`src/rtl/reliable_nand_pipeline.sv`:
```
// reliable_nand_pipeline
//   Von Neumann multiplexed NAND over N-wire bundles. Stage 0 (executive)
//   NANDs bundle X with bundle Y. Each of the STAGES restorative stages NANDs
//   the previous bundle with a copy of itself rotated by the stage index.
//   Every stage is registered and carries a valid bit. A single global
//   advance signal moves the whole pipeline, so bubbles are kept in place.
//   Each wire of each stage has its own 16-bit Galois LFSR. When err_en_i is
//   set, that LFSR can flip the wire's output.
//
// Ports
//   clk, reset_n        clock, synchronous active-low reset
//   valid_i / ready_o   input handshake; x_i, y_i are the input bundles
//   err_en_i            runtime enable for fault injection
//   valid_o / ready_i   output handshake; z_o is the registered output bundle
//   count_o             popcount of z_o
//   bit_o               decoded logic value (count_o >= HI_THRESH)
//   ambiguous_o         LO_THRESH < count_o < HI_THRESH
//   flips_o             saturating count of flips injected into valid data
module reliable_nand_pipeline #(
    parameter int          N                 = 10,
    parameter int          STAGES            = 2,
    parameter int          ERROR_PROBABILITY = 0,
    parameter logic [15:0] LFSR_SEED         = 16'hACE1,
    parameter int          HI_THRESH         = N * 9 / 10,
    parameter int          LO_THRESH         = N / 10
) (
    input  logic                     clk,
    input  logic                     reset_n,
    input  logic                     valid_i,
    output logic                     ready_o,
    input  logic [N-1:0]             x_i,
    input  logic [N-1:0]             y_i,
    input  logic                     err_en_i,
    output logic                     valid_o,
    input  logic                     ready_i,
    output logic [N-1:0]             z_o,
    output logic [$clog2(N+1)-1:0]   count_o,
    output logic                     bit_o,
    output logic                     ambiguous_o,
    output logic [31:0]              flips_o
);

    localparam int         CW  = $clog2(N + 1);
    // One bit wider than the LFSR byte, so that 256 means "always flip".
    localparam logic [8:0] EP9 = 9'(ERROR_PROBABILITY);

    // Galois form of x^16+x^14+x^13+x^11+1 (right shift, toggle mask 0xB400).
    function automatic logic [15:0] lfsr_step(input logic [15:0] s);
        return s[0] ? ((s >> 1) ^ 16'hB400) : (s >> 1);
    endfunction

    function automatic logic [31:0] popcount(input logic [N-1:0] v);
        logic [31:0] c;
        c = '0;
        for (int i = 0; i < N; i++) c = c + 32'(v[i]);
        return c;
    endfunction

    logic [STAGES:0][N-1:0]       data_q, data_d, stage_out;
    logic [STAGES:0]              vld_q, vld_d, stage_vld;
    logic [STAGES:0][N-1:0][15:0] lfsr_q, lfsr_d, lfsr_nxt, seed;
    logic [31:0]                  flips_q, flips_d;
    logic [STAGES+1:0][31:0]      flip_acc;
    logic [32:0]                  flip_sum;
    logic [31:0]                  z_cnt;
    logic                         adv;

    // One global advance: when the output is blocked, nothing moves, not even the LFSRs.
    assign adv = ready_i | ~vld_q[STAGES];

    assign flip_acc[0] = '0;

    for (genvar k = 0; k <= STAGES; k++) begin : g_stage
        logic [N-1:0] a, b, f;
        logic         in_vld;

        if (k == 0) begin : g_exec
            assign a      = x_i;
            assign b      = y_i;
            assign in_vld = valid_i;
        end else begin : g_rest
            assign a      = data_q[k-1];
            assign in_vld = vld_q[k-1];
            // Stage k pairs each wire with the wire k places further on.
            for (genvar i = 0; i < N; i++) begin : g_rot
                assign b[i] = data_q[k-1][(i + k) % N];
            end
        end

        for (genvar i = 0; i < N; i++) begin : g_wire
            localparam logic [15:0] RAW = LFSR_SEED ^ 16'(k * N + i + 1);
            // An all-zero seed would lock the LFSR, so fall back to the base seed.
            assign seed[k][i]     = (RAW == 16'h0000) ? LFSR_SEED : RAW;
            assign f[i]           = err_en_i & ({1'b0, lfsr_q[k][i][7:0]} < EP9);
            assign lfsr_nxt[k][i] = lfsr_step(lfsr_q[k][i]);
        end

        assign stage_out[k]  = ~(a & b) ^ f;
        assign stage_vld[k]  = in_vld;
        // Flips into bubbles are real hardware events, but they are not counted.
        assign flip_acc[k+1] = flip_acc[k] + (in_vld ? popcount(f) : 32'd0);
    end

    assign flip_sum = {1'b0, flips_q} + {1'b0, flip_acc[STAGES+1]};

    always_comb begin
        data_d  = data_q;
        vld_d   = vld_q;
        lfsr_d  = lfsr_q;
        flips_d = flips_q;
        if (adv) begin
            data_d  = stage_out;
            vld_d   = stage_vld;
            lfsr_d  = lfsr_nxt;
            flips_d = flip_sum[32] ? 32'hFFFF_FFFF : flip_sum[31:0];
        end
    end

    always_ff @(posedge clk) begin
        if (!reset_n) begin
            data_q  <= '0;
            vld_q   <= '0;
            lfsr_q  <= seed;
            flips_q <= '0;
        end else begin
            data_q  <= data_d;
            vld_q   <= vld_d;
            lfsr_q  <= lfsr_d;
            flips_q <= flips_d;
        end
    end

    assign ready_o     = adv;
    assign valid_o     = vld_q[STAGES];
    assign z_o         = data_q[STAGES];
    assign flips_o     = flips_q;
    assign z_cnt       = popcount(data_q[STAGES]);
    assign count_o     = CW'(z_cnt);
    assign bit_o       = (z_cnt >= 32'(HI_THRESH));
    assign ambiguous_o = (z_cnt > 32'(LO_THRESH)) && (z_cnt < 32'(HI_THRESH));

endmodule

```
`config.mk`:
```
export PLATFORM = sky130hd
export DESIGN_NAME = reliable_nand_pipeline
export DESIGN_NICKNAME = d
export VERILOG_FILES = /design/src/rtl/reliable_nand_pipeline.sv
export SDC_FILE = /design/constraint.sdc
export NUM_CORES = 1
export LEC_CHECK = 0
export ABC_AREA = 1
export ABC_CLOCK_PERIOD_IN_PS = 9600
export BUFFER_PORTS_ARGS = -buffer_cell sky130_fd_sc_hd__buf_2
export CAP_MARGIN = 20
export CORE_MARGIN = 5
export CORE_UTILIZATION = 52
export CTS_CLUSTER_DIAMETER = 40
export DETAILED_ROUTE_END_ITERATION = 10
export PLACE_DENSITY = 0.95
export SETUP_SLACK_MARGIN = 0.3
export SLEW_MARGIN = 20
export SYNTH_ARGS = -nofsm -noshare
export SYNTH_HDL_FRONTEND = slang
export SYNTH_SLANG_ARGS = --single-unit
```
`constraint.sdc`:
```
create_clock -name clk -period 9.6 [get_ports clk]
set_input_delay 0.96 -clock clk [delete_from_list [all_inputs] [get_ports clk]]
set_output_delay 0.96 -clock clk [all_outputs]
set_load 0.01 [all_outputs]
```
* Word level (Yosys, flattened, before mapping)
Cells that the tools add are included.
Widths: inputs -> output; s select.
** Storage, ports and cells
- Register bits :: 33
- Input bits :: 25
- Output and inout port bits :: 50
** Cells by class
- Add/subtract/negate cells :: 9
- Order comparisons :: 3
- Bitwise logic cells :: 8
- Reductions and logical operators :: 1
** Operators with widths (count)
- $add 32x1->32 :: 8
- $ge 32x4->1 const B :: 1
- $gt 32x1->1 const B :: 1
- $lt 32x4->1 const B :: 1
- $and 10x10->10 :: 3
- $not 10->10 :: 3
- $add 1x1->2 :: 1
- $logic_and 1x1->1 :: 1
- $not 1->1 :: 1
- $or 1x1->1 :: 1

* Depth between registers and ports, before layout
- Word-level depth :: 11
- Depth in mapped cells :: 15
- Gate-level depth less buffers :: 15

* Worst setup path after synthesis
Ideal clock, no wire load.
- Kind :: flip-flop to output port
- From :: reg data_q, in the netlist z_o[3]
- To :: out ambiguous_o
- Arrival time :: 2920 ps
- Data required time :: 8640 ps
- Path slack :: 5720 ps
- Cell stages (with the launch flop) :: 14
- Buffers on the path :: 0
- Cells stage by stage :: dfxtp_1 > fa_1 > inv_1 > fa_1 > fa_1 > inv_1 > ha_1 > inv_1 > fa_1 > inv_1 > nor2_1 > nand2_1 > nand2_1 > inv_1
** On the way
- Word-level cells in the longest chain between the ends :: 9
- Elaborated cells on any way between the ends :: 10
** Ends and longest elaborated chain
- start, declared :: line 59 : logic [STAGES:0][N-1:0] data_q, data_d, stage_out;
- start signal, assigned :: line 126 : data_q <= data_d;
- $add 32x1->32 (*) (7 in series) :: line 55 : for (int i = 0; i < N; i++) c = c + 32'(v[i]);
- net count_o[1] :: line 37 : output logic [$clog2(N+1)-1:0] count_o,
- $gt 32x1->1 / $lt 32x4->1 (equally long branches) :: line 140 : assign ambiguous_o = (z_cnt > 32'(LO_THRESH)) && (z_cnt < 32'(HI_THRESH));
- $logic_and 1x1->1 (*) :: line 140
- end, declared :: line 39 : output logic ambiguous_o,
Mark *: on every way through the listed nets, which the timed path passes. The rest lies on a longest branch.

* Final worst setup path
- From :: reg data_q, in the netlist z_o[3]
- To :: out ambiguous_o
** On the way
- Word-level cells in the longest chain between the ends :: 9
- Elaborated cells on any way between the ends :: 10
** Ends and longest elaborated chain (line)
- $add 32x1->32 (*) (7 in series) :: 55
- $gt 32x1->1 / $lt 32x4->1 (equally long branches) :: 140
- $logic_and 1x1->1 (*) :: 140
Every way passes the cells marked *; elsewhere a longest branch is shown, timed or not.

==> impl_metrics.yaml <==
outcome:
  status: "complete, no violations"
grt:
  grt_first_pass_wirelength_mm: 5.42
  grt-ovfl-total: 0
  grt_usage_pct: 13.4
  grt_max_degree: 45
  grt_pass1_vias: 1346
  antenna_found_initial: 0
layout:
  multiInputGateArea_um2: 858
  nNetsFinal: 312
  area_delta_synth_final_pct: 7.79
  n_fill_cell: 338
  drive_gt1_share_pct: 22.7
  insertedDiodeCount: 0
  regArea_um2: 661
setup_path:
  critPathArrivalTime_ns: 3.43
  worstPathMaxFanout: 3
  worstSetupStartpointType: "flip-flop"
  end_kind: "output port"
  critical_path_class: "reg -> out"
  worstPathRequired_ns: 8.64
power_and_ir_drop:
  pwr-share-clk_pct: 22.8
  sw_frac_of_total_pct: 34.2
  seqPwrFrac_pct: 41.7
  p_total_mw: 0.370
  p_leak_nw: 1.08
  p_int_mw: 0.243
  vdd.ir_drop.worst_mv: 0.0961
  power.density_nw_per_um2: 184
  switching_power_mw: 0.126
  comb_power_share_pct: 35.4
floorplan:
  core-area_um2: 3390
  io-pin-count: 75
  dieArea_um2: 4880
  die_w_um: 69.9
  die_h_um: 69.9
  initial_utilization_pct: 55.0
  std_cell_rows: 21
synthesis:
  synth_edf_count: 0
  synthTopCellsByCount: "nand2_1, inv_1, buf_4, dfxtp_1, a21oi_1"
  synthFlopType: "dfxtp_1"
  postSynthCellCount: 237
  synthDistinctLibCells: 19
  synth_top_area_share_pct: 35.5
  seq_area_frac_synth_pct: 35.5
  async_flop_share_pct: 0
  synth-seq-cells: 33
  yosys-top-cells-area: "dfxtp_1, buf_4, nand2_1"
  yosysMostFrequentCell: "nand2_1"
  yosys.area.top_type: "dfxtp_1"
  yosysWarnings: 0
  syn_area_per_cell_um2: 7.86
  synth.cell_area_um2: 1860
clock_network:
  cts_root_buffer: "clkbuf_4"
  clockBufferDepth: 2
  clk_latency_ns: 0.32
  cts_sinks: 33
  clkTransAtPathRegs_ns: 0.09
  cts_setup_buffers: 0
  cts_max_level: 2
  cts-resized-gates: 0
  cts_tree: "done"
  ctsHoldBuffers: 0
  cts_buffers: 5
timing:
  layout_setup_ws_ns: 5.21
  rsz0062_at_grt: "false"
  timing.final.crit_share_pct: 45.7
  fin_tns_setup_ns: 0
  clock_skew_ns: 0.00464
  setup_viol: 0
  slew_violations: 0
  hold_viol: 0
  fin_crit_ns: 4.39
  max_freq_mhz: 228
place:
  place_congestion: 0.804
  preCtsSetupSlack_ns: 5.53
  hpwlAfterDp_mm: 2.60
  portBuffers: 41
job:
  cap_viol_max_count: 0
drt:
  drcViolationCount: 0
  drt-initial-drc-count: 17
  routed_wirelength_mm: 3.27
  drtPass1Iterations: 4
  routedWlPerCell_um: 10.1
  vias: 1425
  avgViaCountPerCell: 4.41
  ant_nets: 0
worst_hold_path:
  hold_class: "reg -> reg"
==> flip-flops by register name (all words and copies together), names as in the netlist <==
name and count:
g_stage.a 20, z_o 10, vld_q 3
==> per-layer routing <==
metal / routed length, µm / global-route usage (%)
met5: 0 / 0
met3: 271 / 4.02
met4: 25 / 4.89
met2: 1710 / 25.2
met1: 1260 / 13.8
==> kinds of logic (layout without fill, tap and decap cells) <==
group / after synthesis / after routing / synth area share (%)
buffers and inverters: 81 / 90 / 24.7
AO/OA/AOI/OAI: 62 / 62 / 19.2
flip-flops: 33 / 33 / 35.5
AND/OR/NAND/NOR: 49 / 49 / 10.6
other: 1 / 32 / 0.201
adder cells (fa/ha/maj): 11 / 11 / 9.81
==> through the flow <==
step / cells / hold WS [ns] / instance area, µm² / utilization, %
2_1_floorplan: 268 / 0.430 / 1980 / -
3_3_place_gp: 315 / 0.440 / 1940 / 57.2
3_5_place_dp: 315 / 0.458 / 1940 / 57.2
4_1_cts: 323 / 0.472 / 2010 / 59.2
5_1_grt: 323 / 0.490 / 2010 / 59.2
6_report: 323 / 0.466 / 2010 / 59.2
==> power by group through the flow <==
stage	Clock, mW	Sequential, mW	Combinational, mW
after floorplan	0	0.158	0.101
after global placement	0	0.157	0.126
after detailed placement	0	0.158	0.132
after CTS	0.0870	0.154	0.133
after global routing	0.0945	0.156	0.153
final	0.0844	0.154	0.131
==> final cells by class <==
| type | instances | area share (%) |
|---|---|---|
| timing repair buffer | 41 | 10.2 |
| sequential | 33 | 32.9 |
| multi-input combinational | 154 | 42.7 |
| clock buffer | 7 | 3.24 |
| inverter | 41 | 7.79 |
| tap | 46 | 2.87 |
| clock inverter | 1 | 0.249 |
==> final timing paths <==
check,start,to,slack (ns),cells after the start
setup reg to reg,vld_q[2]$_SDFFE_PN0P_,g_stage[2].a[9]$_SDFFE_PN0P_,8.36,4
hold / removal,vld_q[1]$_SDFFE_PN0P_,vld_q[1]$_SDFFE_PN0P_,0.47,2
setup / recovery,z_o[3]$_SDFFE_PN0P_,ambiguous_o,5.21,16
hold reg to reg,vld_q[1]$_SDFFE_PN0P_,vld_q[1]$_SDFFE_PN0P_,0.47,2
==> critical path: stages, from the launching register on <==
cell and delay, ns:
dfxtp_1 0.36, fa_1 0.54, inv_1 0.05, fa_1 0.48, fa_1 0.47, inv_1 0.07, ha_1 0.17, inv_1 0.06
fa_1 0.40, inv_1 0.09, nand2_1 0.05, nand2_1 0.05, nand3_1 0.06, nand2_1 0.07, nand2_1 0.05, inv_1 0.04
buf_2 0.11
==> cell usage in the layout, fill, tap and decap left out <==
| cell | n |
|---|---|
| nand3_1 | 5 |
| nor2_1 | 4 |
| inv_1 | 38 |
| buf_2 | 41 |
| clkinv_2 | 1 |
| conb_1 | 32 |
| o211a_1 | 2 |
| nand2_4 | 1 |
| a21oi_2 | 10 |
| clkbuf_4 | 5 |
| o21ai_1 | 11 |
| inv_4 | 1 |
| ha_1 | 5 |
| fa_1 | 6 |
| inv_2 | 2 |
| clkbuf_8 | 2 |
| a21oi_1 | 20 |
| nand2_1 | 39 |
| o21ai_0 | 19 |
| dfxtp_1 | 33 |
(Power assumes the default switching activity.)
